**config.mk**
```make
export PLATFORM = sky130hd
export DESIGN_NAME = pipeline_hazard_ctrl_flat
export DESIGN_NICKNAME = d
export VERILOG_FILES = /design/src/rtl/pipeline_hazard_ctrl_if.sv /design/src/rtl/pipeline_hazard_ctrl.sv /design/src/flat_wrapper.sv
export SDC_FILE = /design/constraint.sdc
export NUM_CORES = 1
export LEC_CHECK = 0
export BUFFER_PORTS_ARGS = -buffer_cell sky130_fd_sc_hd__buf_2
export CAP_MARGIN = 15
export CORE_MARGIN = 2
export CORE_UTILIZATION = 51
export DETAILED_ROUTE_END_ITERATION = 8
export GPL_TIMING_DRIVEN = 0
export PLACE_DENSITY = 0.81
export SLEW_MARGIN = 20
export SYNTH_ARGS = -nofsm -noshare
export SYNTH_HDL_FRONTEND = slang
export SYNTH_SLANG_ARGS = --single-unit
```
**constraint.sdc**
```tcl
create_clock -name clk -period 3.8 [get_ports clk]
set_clock_uncertainty 0.05 [all_clocks]
set_input_delay 0.19 -clock clk [delete_from_list [all_inputs] [get_ports clk]]
set_output_delay 0.19 -clock clk [all_outputs]
set_load 0.005 [all_outputs]
```
**src/rtl/pipeline_hazard_ctrl_if.sv**
```systemverilog
// pipeline_hazard_ctrl_if: ID-stage hazard request and hazard-control response bundle.
//
// Handshake: id_valid qualifies every id_* field in the same cycle. stall is the
// back-pressure: while stall is high the producer must hold the ID contents
// unchanged (ifIdWrIn = ~stall), and the instruction is taken into EX on the
// first rising edge where stall is low. With id_valid low nothing is requested
// and stall stays low.
//
// dbg_ex/dbg_mem/dbg_wb expose the shadow stage records as
// {valid, rw[4:0], regwr, load} for observation.
interface pipeline_hazard_ctrl_if;
  logic        id_valid;
  logic [4:0]  id_rs1;
  logic [4:0]  id_rs2;
  logic        id_use_rs1;
  logic        id_use_rs2;
  logic [4:0]  id_rw;
  logic        id_regwr;
  logic        id_load;
  logic        id_store;
  logic        id_branch;

  logic        stall;
  logic        ifIdWrIn;
  logic        bubble;
  logic [3:0]  fwd_ex;
  logic [1:0]  fwd_id;
  logic        mem_wb_mem;
  logic [15:0] stall_count;

  logic [7:0]  dbg_ex;
  logic [7:0]  dbg_mem;
  logic [7:0]  dbg_wb;

  modport master (
    output id_valid, id_rs1, id_rs2, id_use_rs1, id_use_rs2,
    output id_rw, id_regwr, id_load, id_store, id_branch,
    input  stall, ifIdWrIn, bubble, fwd_ex, fwd_id, mem_wb_mem, stall_count,
    input  dbg_ex, dbg_mem, dbg_wb
  );

  modport slave (
    input  id_valid, id_rs1, id_rs2, id_use_rs1, id_use_rs2,
    input  id_rw, id_regwr, id_load, id_store, id_branch,
    output stall, ifIdWrIn, bubble, fwd_ex, fwd_id, mem_wb_mem, stall_count,
    output dbg_ex, dbg_mem, dbg_wb
  );
endinterface

```
**src/rtl/pipeline_hazard_ctrl.sv**
```systemverilog
// pipeline_hazard_ctrl: stall / bubble / forwarding control for a 5-stage pipeline.
// Keeps shadow records of the EX, MEM and WB stages and compares them against
// the instruction sitting in ID. All control outputs are combinational; only
// the shadow records and the saturating stall counter are registered.
//
// Optional feature macro: HAZ_STORE_FWD_EN
//   defined   - a store whose rs2 (data) comes from an EX-stage load does not
//               stall; mem_wb_mem routes the load result into the store at MEM.
//   undefined - mem_wb_mem is tied 0 and that case is an ordinary load-use stall.
module pipeline_hazard_ctrl (
  input  logic                 clk,
  input  logic                 reset,
  pipeline_hazard_ctrl_if.slave hz
);

  typedef struct packed {
    logic       valid;
    logic [4:0] rw;
    logic       regwr;
    logic       load;
  } stage_t;

  stage_t      ex_q, ex_d;
  stage_t      mem_q, mem_d;
  stage_t      wb_q, wb_d;
  logic [15:0] cnt_q, cnt_d;

  logic        rs1_ex, rs2_ex, rs1_mem, rs2_mem;
  logic        lu_rs1, lu_rs2;
  logic        store_fwd;
  logic        lu_stall, br_stall, stall_w;
  logic [3:0]  fwd_ex_w;
  logic [1:0]  fwd_id_w;
  logic        mwm_w;

  // A stage produces r when it holds a real register-writing instruction whose
  // destination is r; r0 is hard-wired zero and never produced.
  function automatic logic produces(input stage_t s, input logic [4:0] r);
    return s.valid && s.regwr && (s.rw == r) && (r != 5'd0);
  endfunction

  // Source matching, stall decision and forwarding selects for the ID instruction.
  always_comb begin
    rs1_ex   = hz.id_valid && hz.id_use_rs1 && produces(ex_q,  hz.id_rs1);
    rs2_ex   = hz.id_valid && hz.id_use_rs2 && produces(ex_q,  hz.id_rs2);
    rs1_mem  = hz.id_valid && hz.id_use_rs1 && produces(mem_q, hz.id_rs1);
    rs2_mem  = hz.id_valid && hz.id_use_rs2 && produces(mem_q, hz.id_rs2);

    lu_rs1   = rs1_ex && ex_q.load;
    lu_rs2   = rs2_ex && ex_q.load;

`ifdef HAZ_STORE_FWD_EN
    // Store data can wait until MEM, where the load result is already in MEM/WB.
    store_fwd = hz.id_store && lu_rs2 && !lu_rs1;
`else
    store_fwd = hz.id_store & 1'b0;
`endif

    lu_stall = (lu_rs1 || lu_rs2) && !store_fwd;
    // Branches compare rs1 in ID, so any EX producer or a MEM load is too late.
    br_stall = hz.id_valid && hz.id_branch && (rs1_ex || (rs1_mem && mem_q.load));
    stall_w  = lu_stall || br_stall;

    fwd_ex_w = 4'b0000;
    fwd_id_w = 2'b00;
    mwm_w    = 1'b0;
    if (!stall_w) begin
      fwd_ex_w[0] = rs1_ex && !ex_q.load;
      fwd_ex_w[1] = rs2_ex && !ex_q.load;
      // Younger (EX) producer wins over the MEM producer.
      fwd_ex_w[2] = rs1_mem && !fwd_ex_w[0];
      fwd_ex_w[3] = rs2_mem && !fwd_ex_w[1];
      fwd_id_w[0] = hz.id_branch && rs1_mem && !mem_q.load;
      fwd_id_w[1] = hz.id_branch && rs2_mem && !mem_q.load;
      mwm_w       = store_fwd;
    end
  end

  // Next-state for the shadow pipeline and the saturating stall counter.
  always_comb begin
    ex_d = '0;
    if (!stall_w) begin
      ex_d.valid = hz.id_valid;
      ex_d.rw    = hz.id_rw;
      ex_d.regwr = hz.id_regwr;
      ex_d.load  = hz.id_load;
    end
    mem_d = ex_q;
    wb_d  = mem_q;
    cnt_d = cnt_q;
    // Counts the stall level actually presented on the output.
    if (hz.stall && (cnt_q != 16'hFFFF)) begin
      cnt_d = cnt_q + 16'd1;
    end
  end

  // State registers with synchronous active-low reset.
  always_ff @(posedge clk) begin
    if (!reset) begin
      ex_q  <= '0;
      mem_q <= '0;
      wb_q  <= '0;
      cnt_q <= 16'd0;
    end else begin
      ex_q  <= ex_d;
      mem_q <= mem_d;
      wb_q  <= wb_d;
      cnt_q <= cnt_d;
    end
  end

  assign hz.stall       = stall_w;
  assign hz.ifIdWrIn    = ~stall_w;
  assign hz.bubble      = stall_w;
  assign hz.fwd_ex      = fwd_ex_w;
  assign hz.fwd_id      = fwd_id_w;
  assign hz.mem_wb_mem  = mwm_w;
  assign hz.stall_count = cnt_q;
  assign hz.dbg_ex      = ex_q;
  assign hz.dbg_mem     = mem_q;
  assign hz.dbg_wb      = wb_q;

endmodule

```
**src/flat_wrapper.sv**
```systemverilog
// flat-port wrapper written by rule: the top's interface ports become plain ports
module pipeline_hazard_ctrl_flat 
  (clk, reset, hz_id_valid, hz_id_rs1, hz_id_rs2, hz_id_use_rs1, hz_id_use_rs2, hz_id_rw, hz_id_regwr, hz_id_load, hz_id_store, hz_id_branch, hz_stall, hz_ifIdWrIn, hz_bubble, hz_fwd_ex, hz_fwd_id, hz_mem_wb_mem, hz_stall_count, hz_dbg_ex, hz_dbg_mem, hz_dbg_wb);
  pipeline_hazard_ctrl_if hz_i ();
  input  logic clk;
  input  logic reset;
  input wire logic [$bits(hz_i.id_valid)-1:0] hz_id_valid;
  input wire logic [$bits(hz_i.id_rs1)-1:0] hz_id_rs1;
  input wire logic [$bits(hz_i.id_rs2)-1:0] hz_id_rs2;
  input wire logic [$bits(hz_i.id_use_rs1)-1:0] hz_id_use_rs1;
  input wire logic [$bits(hz_i.id_use_rs2)-1:0] hz_id_use_rs2;
  input wire logic [$bits(hz_i.id_rw)-1:0] hz_id_rw;
  input wire logic [$bits(hz_i.id_regwr)-1:0] hz_id_regwr;
  input wire logic [$bits(hz_i.id_load)-1:0] hz_id_load;
  input wire logic [$bits(hz_i.id_store)-1:0] hz_id_store;
  input wire logic [$bits(hz_i.id_branch)-1:0] hz_id_branch;
  output wire logic [$bits(hz_i.stall)-1:0] hz_stall;
  output wire logic [$bits(hz_i.ifIdWrIn)-1:0] hz_ifIdWrIn;
  output wire logic [$bits(hz_i.bubble)-1:0] hz_bubble;
  output wire logic [$bits(hz_i.fwd_ex)-1:0] hz_fwd_ex;
  output wire logic [$bits(hz_i.fwd_id)-1:0] hz_fwd_id;
  output wire logic [$bits(hz_i.mem_wb_mem)-1:0] hz_mem_wb_mem;
  output wire logic [$bits(hz_i.stall_count)-1:0] hz_stall_count;
  output wire logic [$bits(hz_i.dbg_ex)-1:0] hz_dbg_ex;
  output wire logic [$bits(hz_i.dbg_mem)-1:0] hz_dbg_mem;
  output wire logic [$bits(hz_i.dbg_wb)-1:0] hz_dbg_wb;
  assign hz_i.id_valid = hz_id_valid;
  assign hz_i.id_rs1 = hz_id_rs1;
  assign hz_i.id_rs2 = hz_id_rs2;
  assign hz_i.id_use_rs1 = hz_id_use_rs1;
  assign hz_i.id_use_rs2 = hz_id_use_rs2;
  assign hz_i.id_rw = hz_id_rw;
  assign hz_i.id_regwr = hz_id_regwr;
  assign hz_i.id_load = hz_id_load;
  assign hz_i.id_store = hz_id_store;
  assign hz_i.id_branch = hz_id_branch;
  assign hz_stall = hz_i.stall;
  assign hz_ifIdWrIn = hz_i.ifIdWrIn;
  assign hz_bubble = hz_i.bubble;
  assign hz_fwd_ex = hz_i.fwd_ex;
  assign hz_fwd_id = hz_i.fwd_id;
  assign hz_mem_wb_mem = hz_i.mem_wb_mem;
  assign hz_stall_count = hz_i.stall_count;
  assign hz_dbg_ex = hz_i.dbg_ex;
  assign hz_dbg_mem = hz_i.dbg_mem;
  assign hz_dbg_wb = hz_i.dbg_wb;
  pipeline_hazard_ctrl u_core (.clk(clk), .reset(reset), .hz(hz_i));
endmodule
```
# Yosys cells after proc, flatten, opt, wreduce, memory -nomap -nowiden
# Cells that the tools add are included.
[totals]
reg_bits = 40
out_inout_bits = 50
input_bits = 24
word_cells = 63
[op_classes]
add_sub_neg = 1
n_eq_ne = 5
n_mux = 2
n_reduce_logical = 40
bitwise_logic = 2
[op_table]
columns = ["cell", "n"]
rows = [
  ["$logic_and 1x1->1", 30],
  ["$eq 5x5->1", 4],
  ["$add 16x1->16 const B", 1],
  ["$ne 16x16->1 const B", 1],
  ["$reduce_bool 5->1", 2],
  ["$logic_not 1->1", 4],
  ["$mux 4", 1],
  ["$logic_or 1x1->1", 3],
  ["$mux 2", 1],
  ["$not 1->1", 2],
  ["$reduce_or 2->1", 1],
]

# Depth between registers and ports, before layout
# Gate-level depths: netlist of the first run.
[logic_depth]
depth_word = 9
ltp_mapped = 8
depth_no_buf = 8

# Worst setup path before layout of the first run
# No wires, ideal clock.
[synth_timing]
path_type = "register to register"
start = "reg u_core.mem_q, in the netlist u_core.hz.dbg_mem[2]"
end = "reg u_core.cnt_q[8], in the netlist u_core.hz.stall_count[8]"
arrival_time_ns = 1.926
synth_period_minus_slack_ns = 2.048
n_path_buf = 0
setup_time_ns = 0.072
required_time_ns = 3.678
path_stages_with_launch = 8
slack_ns = 1.752
cell_sequence = "dfxtp_1 > xnor2_1 > nand4_1 > or4_4 > nor2_8 > o21ai_4 > or4_1 > a21oi_1"
[synth_between]
elab_chain_cells = 9
[synth_lines]
columns = ["item", "line_no", "text"]
rows = [
  ["start, declared", "pipeline_hazard_ctrl.sv:24", "stage_t mem_q, mem_d;"],
  ["start signal, assigned", "pipeline_hazard_ctrl.sv:106", "mem_q <= mem_d;"],
  ["$eq 5x5->1", "pipeline_hazard_ctrl.sv:39", "return s.valid && s.regwr && (s.rw == r) && (r != 5'd0);"],
  ["$logic_and 1x1->1 (2 in a row)", "pipeline_hazard_ctrl.sv:39", ""],
  ["$logic_and 1x1->1", "pipeline_hazard_ctrl.sv:46", "rs1_mem = hz.id_valid && hz.id_use_rs1 && produces(mem_q, hz.id_rs1);"],
  ["$logic_and 1x1->1", "pipeline_hazard_ctrl.sv:61", "br_stall = hz.id_valid && hz.id_branch && (rs1_ex || (rs1_mem && mem_q.load));"],
  ["$logic_or 1x1->1", "pipeline_hazard_ctrl.sv:61", ""],
  ["$logic_and 1x1->1", "pipeline_hazard_ctrl.sv:61", ""],
  ["$logic_or 1x1->1", "pipeline_hazard_ctrl.sv:62", "stall_w = lu_stall || br_stall;"],
  ["$logic_and 1x1->1", "pipeline_hazard_ctrl.sv:92", "if (hz.stall && (cnt_q != 16'hFFFF)) begin"],
  ["end signal, assigned", "pipeline_hazard_ctrl.sv:108", "cnt_q <= cnt_d;"],
  ["end, declared", "pipeline_hazard_ctrl.sv:26", "logic [15:0] cnt_q, cnt_d;"],
]
# No other way between the ends.
# A chain may end at the register's enable or synchronous reset.

# Worst setup path in the final report of the first run
[layout_timing]
start = "reg u_core.ex_q, in the netlist u_core.hz.dbg_ex[2]"
end = "out hz_fwd_id[1]"
[layout_between]
elab_chain_cells = 8
elab_cells_between_ends = 15
classes_between = "eq/ne: 2; mux: 1; reduce/logical: 12"
[layout_lines]
columns = ["item", "line_no", "text"]
rows = [
  ["start, declared", "pipeline_hazard_ctrl.sv:23", "stage_t ex_q, ex_d;"],
  ["start signal, assigned", "pipeline_hazard_ctrl.sv:100", "ex_q <= '0;"],
  ["start signal, assigned", "pipeline_hazard_ctrl.sv:105", "ex_q <= ex_d;"],
  ["$eq 5x5->1", "pipeline_hazard_ctrl.sv:39", ""],
  ["$logic_and 1x1->1 (2 in a row)", "pipeline_hazard_ctrl.sv:39", ""],
  ["$logic_and 1x1->1 (on tied branches)", "pipeline_hazard_ctrl.sv:44, pipeline_hazard_ctrl.sv:45", ""],
  ["$logic_and 1x1->1, or another cell as far along", "pipeline_hazard_ctrl.sv:49", "lu_rs1 = rs1_ex && ex_q.load;"],
  ["$logic_or 1x1->1 / $logic_and 1x1->1 (equally long branches)", "pipeline_hazard_ctrl.sv:59, pipeline_hazard_ctrl.sv:61", ""],
  ["$logic_or 1x1->1 (*)", "pipeline_hazard_ctrl.sv:62", ""],
  ["$mux 2 (*)", "pipeline_hazard_ctrl.sv:67", "if (!stall_w) begin"],
  ["end, declared", "flat_wrapper.sv:21", "output wire logic [$bits(hz_i.fwd_id)-1:0] hz_fwd_id;"],
]
# Every way passes the cells marked *; elsewhere a longest branch is shown, timed or not.

==> results of run 1 <==
-- area by class of cell --
class | count | area [um^2] | area share
multi-input cells | 145 | 987.2 | 0.4253
flip-flops and latches | 40 | 800.8 | 0.3450
repair buffers | 70 | 350.3 | 0.1509
well taps | 46 | 57.56 | 0.02480
clock buffers | 6 | 51.30 | 0.02210
plain buffers | 8 | 47.55 | 0.02049
clock inverters | 2 | 15.01 | 0.006469
inverters | 3 | 11.26 | 0.004852
-- layer usage --
metal | global-route usage | wire [um]
met3 | 0.05810 | 293
met4 | 0.08245 | 47
met1 | 0.2786 | 1999
met5 | 0 | 0
met2 | 0.3333 | 1967
-- stage by stage --
step                      cells  hold WS (ns)
after floorplan             196        0.2859
after global placement      312        0.3747
after detailed placement    312        0.3745
after CTS                   320      0.007001
after global routing        320      0.001804
final                       320       0.01955
-- layout by cell type, fill, tap and decap left out, types with 2 or more instances in the layout --
cell type / synthesis / final
or3_1: 4 / 4
nor2_1: 8 / 8
and3_1: 10 / 10
or4_1: 4 / 4
clkbuf_4: 0 / 5
o31ai_1: 2 / 2
and2_1: 16 / 16
xor2_1: 6 / 6
xnor2_1: 16 / 16
nand4_1: 9 / 9
nand3_1: 7 / 7
nand2b_1: 3 / 3
o211ai_1: 3 / 3
buf_2: 2 / 72
clkbuf_1: 3 / 3
nor2b_1: 2 / 2
mux2i_1: 2 / 2
o21a_1: 6 / 6
a21oi_1: 6 / 6
dfxtp_1: 40 / 40
clkinvlp_4: 0 / 2
o21ai_0: 4 / 4
buf_4: 2 / 2
nor3_1: 6 / 6
nand2_1: 10 / 10
nor4_1: 3 / 3
-- power by group through the flow --
stage	clock network (mW)	logic, mW	registers (mW)
2_1_floorplan	0	0.0339	0.448
3_3_place_gp	0	0.0659	0.449
3_5_place_dp	0	0.0674	0.450
4_1_cts	0.237	0.0677	0.440
5_1_grt	0.252	0.0749	0.442
6_report	0.231	0.0674	0.440
-- flip-flops by register name, indices dropped and copies added, names as in the netlist --
register               count
u_core.hz.stall_count     16
u_core.hz.dbg_mem          8
u_core.hz.dbg_ex           8
u_core.hz.dbg_wb           8
-- path summary, 6_finish.rpt --
kind	slack, ns	cells after the start	end
setup / recovery	1.20	9	hz_fwd_id[1]
hold / removal	0.02	2	u_core.hz.dbg_ex[4]$_SDFF_PP0_
setup reg to reg	1.53	7	u_core.hz.stall_count[14]$_SDFFE_PN0P_
hold reg to reg	0.44	1	u_core.hz.dbg_wb[1]$_SDFF_PN0_
-- kinds of logic after synthesis --
group / after synthesis / synth area share
buffers and inverters: 11 / 0.03183
AO/OA/AOI/OAI: 29 / 0.1186
other: 1 / 0.002031
adder cells (fa/ha/maj): 1 / 0.006774
multiplexers: 2 / 0.01084
flip-flops: 40 / 0.4336
AND/OR/NAND/NOR: 90 / 0.2920
XOR/XNOR: 22 / 0.1043
==> flow_summary.yaml, run 1 <==
run_status:
  outcome: "finished clean"
detailed_routing:
  dr.pass1.iters: 4
  avgViaCountPerCell: 5.375
  route.detailed.drc: 0
  vias: 1720
  routed_wl_um: 4308
  postRouteAntennaNets: 0
  post_drt_wl_per_cell_um: 13.46
  dr.first_iter.drc_count: 77
worst_hold_path:
  hp-start: "hz_id_rw[2]"
  holdCritPathClass: "input port to flip-flop"
yosys:
  synth_area_per_cell_um2: 9.422
  yosys.area.top_type: "dfxtp_1"
  netlist_top_cells_count: "40 x dfxtp_1, 16 x and2_1, 16 x xnor2_1"
  yosys_warnings: 0
  synthCells: 196
  seq_area_frac_synth: 0.4336
  synth_nets: 221
  synth_top_flop_cell: "dfxtp_1"
  synth_cell_types: 46
  synth-async-reset-ratio: 0
  synth.most_common_cell: "dfxtp_1"
  yosys_register_bits: 40
  synth_area_mm2: 0.001847
  yosys.area.top_type_share: 0.4336
  synth_edf_count: 0
  yosys-top-cells-area: "dfxtp_1 43%, xnor2_1 7.6%, and2_1 5.4%"
setup_path:
  cp_num_buf_inv: 2
  critPathSlowestCell: "nor4_1"
  critPathLaunchType: "flip-flop"
  crit_chain: "xnor2_1, nand4_1, nor4_1, o22a_4, nor2_4, buf_2, nand3b_1, nor2_1, buf_2"
  reg2reg_from: "u_core.hz.dbg_ex[2]$_SDFF_PP0_"
  cp_common_cell: "buf_2"
  crit_start: "u_core.hz.dbg_ex[2]$_SDFF_PP0_"
  worstPathRequired_ns: 3.56
  cp.arrival_ns: 2.36
  max_stage_delay_ns: 0.50
  worstPathMaxFanout: 10
  end_kind: "output pin"
  critPathTopFamily: "simple AND/OR/NAND/NOR gates"
  criticalPathCategory: "flip-flop to output pin"
clocking:
  clockRootBuffer: "clkbuf_4"
  cts.path.max_buffers: 2
  postCtsHoldBufs: 0
  tritoncts: "yes"
  post-cts-setup-buffers: 0
  cts_buffers: 5
  worstSkewPairLatency_ns: 0.35
  htree_levels: 2
  postCtsResizedCells: 0
  clkTransAtPathRegs_ns: 0.11
  clock_sinks: 40
grt:
  grt_pass1_vias: 1510
  grt_pass1_wl_um: 6872
  antenna_found_initial: 0
  grt_max_degree: 14
  grt_usage: 0.2129
  grt_overflow_total: 0
power_and_ir_drop:
  power_frac_comb: 0.091
  swShare: 0.2488
  irDropWorstVdd_v: 0.0002612
  power_switching_mw: 0.1837
  pwr-share-clk: 0.312
  p_int_mw: 0.5545
  p_seq_frac: 0.596
  power_mw: 0.7382
  p_leak_nw: 1.046
  powerDensity_mw_per_mm2: 318.1
sta:
  hold_violations: 0
  drv_slew: 0
  maxSlewHeadroom: 0.6588
  grt_setup_unrepaired: "false"
  fmax_ghz: 0.3844
  worst_slack_ns: 1.199
  period_share: 0.6845
  final.setup.tns_ns: 0
  setup_viol_count_final: 0
  finalCriticalPeriod_ns: 2.601
  worst_pin_slew_ns: 0.5072
floorplan:
  die_h_um: 64.18
  core_area_mm2: 0.003416
  fp-row-count: 21
  start_util: 0.5407
  ios: 74
  die_w_um: 64.18
  dieArea_mm2: 0.004118
layout:
  post-route-util: 0.6795
  drive_above_1_share: 0.3321
  syn_to_final_growth_pct: 25.68
  design_area_mm2: 0.002321
  antenna-diode-count: 0
  fill_cells: 304
  fin_nets: 298
job:
  maxCapViolCount: 0
placement:
  place_ws_ns: 1.356
  globalplace.congestion: 0.9529
  place_area_mm2: 0.002255
  hpwl_um: 3306
  port_buffers: 70
No activity file was read; power rests on OpenSTA's default activity.
==> inputs of run 2 (changes only) <==
CORE_UTILIZATION = 43   (was 51)
PLACE_DENSITY = 0.72   (was 0.81)
clock period = 2.1 ns   (was 3.8 ns; I/O delays follow)
==> run 2 against run 1 <==
Against the previous run: the run now ends with setup timing left; sequential power rose by 80%; cell count increased by 8.8%; critical path depth unchanged; sequential cell count stayed put; largest cell class unchanged; combinational power is 140% higher; hold slack lost 0.0071 ns; clock-buffer cell count down 1; core utilization rose by 0.85 points.
==> flow_summary.yaml, run 2 (same netlist as run 1, synthesis figures left out) <==
setup_path:
  crit_start: "u_core.hz.dbg_ex[2]$_SDFF_PP0_"
  crit_chain: "xnor2_2, nand4_1, nor4_2, o22a_4, nor2_4, buf_6, nand3b_1, nor2_1, buf_2"
  reg2reg_from: "u_core.hz.dbg_ex[2]$_SDFF_PP0_"
  critPathTopFamily: "simple AND/OR/NAND/NOR gates"
  endpoint: "hz_fwd_id[0]"
  worst-path-stages: 9
  rr_endpoint: "u_core.hz.stall_count[8]$_SDFFE_PN0P_"
  critPathLaunchType: "flip-flop"
  reg2reg_depth: 8
  reg2reg_slack_ns: -0.06
  criticalPathCategory: "flip-flop to output pin"
  cp_num_buf_inv: 2
  worstPathRequired_ns: 1.95
  end_kind: "output pin"
  worstPathMaxFanout: 4
  critPathSlowestCell: "nor4_2"
  cp.arrival_ns: 2.02
  max_stage_delay_ns: 0.38
job:
  maxCapViolCount: 0
detailed_routing:
  routed_wl_um: 5081
  vias: 1855
  post_drt_wl_per_cell_um: 14.60
  dr.pass1.iters: 4
  route.detailed.drc: 0
  dr.first_iter.drc_count: 79
  postRouteAntennaNets: 0
  avgViaCountPerCell: 5.330
sta:
  hold_violations: 0
  final.setup.tns_ns: -0.3937
  grt_setup_unrepaired: "true"
  worst_slack_ns: -0.07770
  drv_slew: 0
  period_share: 1.037
  setup_viol_count_final: 10
  fmax_ghz: 0.4592
  finalCriticalPeriod_ns: 2.178
grt:
  grt_max_degree: 15
  grt_overflow_total: 0
  grt_usage: 0.2037
  antenna_found_initial: 0
  grt_pass1_vias: 1618
  grt_pass1_wl_um: 7969
placement:
  globalplace.congestion: 0.9035
  dp_cells: 316
  port_buffers: 70
  hpwl_um: 3341
clocking:
  htree_levels: 2
  clockRootBuffer: "clkbuf_8"
  cts.path.max_buffers: 2
  tritoncts: "yes"
  worstSkewPairLatency_ns: 0.29
  clkTransAtPathRegs_ns: 0.08
  cts_buffers: 5
  clock_sinks: 40
layout:
  final_cells: 348
  syn_to_final_growth_pct: 51.15
  antenna-diode-count: 0
  fill_cells: 300
  layout_common_cells: "69 x buf_2, 29 x dfxtp_1, 17 x buf_4, 16 x and2_1, 12 x xnor2_1"
  fin_nets: 322
  layout_commonest_cell: "buf_2"
  largest_reg_flops: 16
  drive_above_1_share: 0.4832
floorplan:
  core_area_mm2: 0.004058
  die_w_um: 69.54
  dieArea_mm2: 0.004835
  fp-row-count: 23
  start_util: 0.4551
  die_h_um: 69.54
  ios: 74
power_and_ir_drop:
  powerDensity_mw_per_mm2: 573.9
  p_leak_nw: 1.229
  irDropWorstVdd_v: 0.0004213
worst_hold_path:
  holdCritPathClass: "input port to flip-flop"
run_status:
  violations: "setup timing"
  outcome: "finished with violations"
-- run 2: cell types whose count changed in the layout (fill, tap and decap cells not counted), sizes merged --
| cell | delta |
|---|---|
| buf | +17 |
| dlygate4sd3 | +6 |
| bufinv | +1 |
| clkbuf | -1 |
| clkinvlp | -1 |
| inv | +1 |
| o21ai | +1 |
-- run 2: how the worst min path moves through the flow --
stage	start	end	slack [ns]	depth (start not counted)
global placement	hz_id_rw[4]	u_core.hz.dbg_ex[6]$_SDFF_PP0_	0.29	2
global route	hz_id_load	u_core.hz.dbg_ex[0]$_SDFF_PP0_	0.02	2
detailed placement	hz_id_rw[2]	u_core.hz.dbg_ex[4]$_SDFF_PP0_	0.29	2
CTS	hz_id_load	u_core.hz.dbg_ex[0]$_SDFF_PP0_	0.004	2
finish	hz_id_load	u_core.hz.dbg_ex[0]$_SDFF_PP0_	0.01	2
floorplan	hz_id_valid	u_core.hz.dbg_ex[7]$_SDFF_PP0_	0.20	1
-- run 2: layer usage --
| layer | vias up | track usage | wire length [um] |
|---|---|---|---|
| li1 | 906 | - | - |
| met1 | 881 | 0.2852 | 2361 |
| met2 | 58 | 0.3173 | 2393 |
| met3 | 10 | 0.03343 | 246 |
| met4 | 0 | 0.07190 | 79 |
| met5 | - | 0 | 0 |
-- run 2: metrics by stage --
stage	power [mW]	util	setup WS (ns)	cell area, um^2	hold slack [ns]
detailed placement	0.9355	0.5569	-0.1928	2260	0.2895
global route	1.650	0.6879	-0.2243	2791	0.01879
global placement	0.9329	0.5569	-0.1810	2260	0.2914
floorplan	0.8727	-	0.05181	1847	0.2009
finish	1.602	0.6879	-0.07770	2791	0.01248
CTS	1.601	0.6556	-0.006321	2660	0.003789
-- run 2: worst register-to-register path: stages (launching register included) --
cell	delay, ns
dfxtp_4	0.37
xnor2_2	0.16
nand4_1	0.15
nor4_2	0.38
o22a_4	0.23
buf_12	0.11
o21ai_2	0.08
or4_4	0.43
a21oi_2	0.13
-- run 2: final cells by class --
class	instances	area [um^2]	share of cell area
Multi-Input combinational cell	146	1151	0.4124
Sequential cell	40	827.0	0.2963
Timing Repair Buffer	93	570.5	0.2044
Clock buffer	5	68.82	0.02465
Tap cell	50	62.56	0.02241
Buffer	8	53.80	0.01927
Clock inverter	3	46.29	0.01658
Inverter	3	11.26	0.004034
-- run 2: power breakdown --
group / internal, mW / switching [mW] / total, mW
Sequential: 0.774 / 0.0192 / 0.793
Clock: 0.358 / 0.286 / 0.644
Combinational: 0.0893 / 0.0756 / 0.165
-- run 2: timing repair --
| action | 4_1_cts | 5_1_grt |
|---|---|---|
| gates cloned | 0 | 1 |
| endpoints found under the hold margin | 6 | 0 |
| hold buffers | 6 | 0 |
| pin swaps | 14 | 11 |
| setup buffers | 13 | 4 |
| setup endpoints to repair | 18 | 30 |
| gates resized for setup | 29 | 24 |
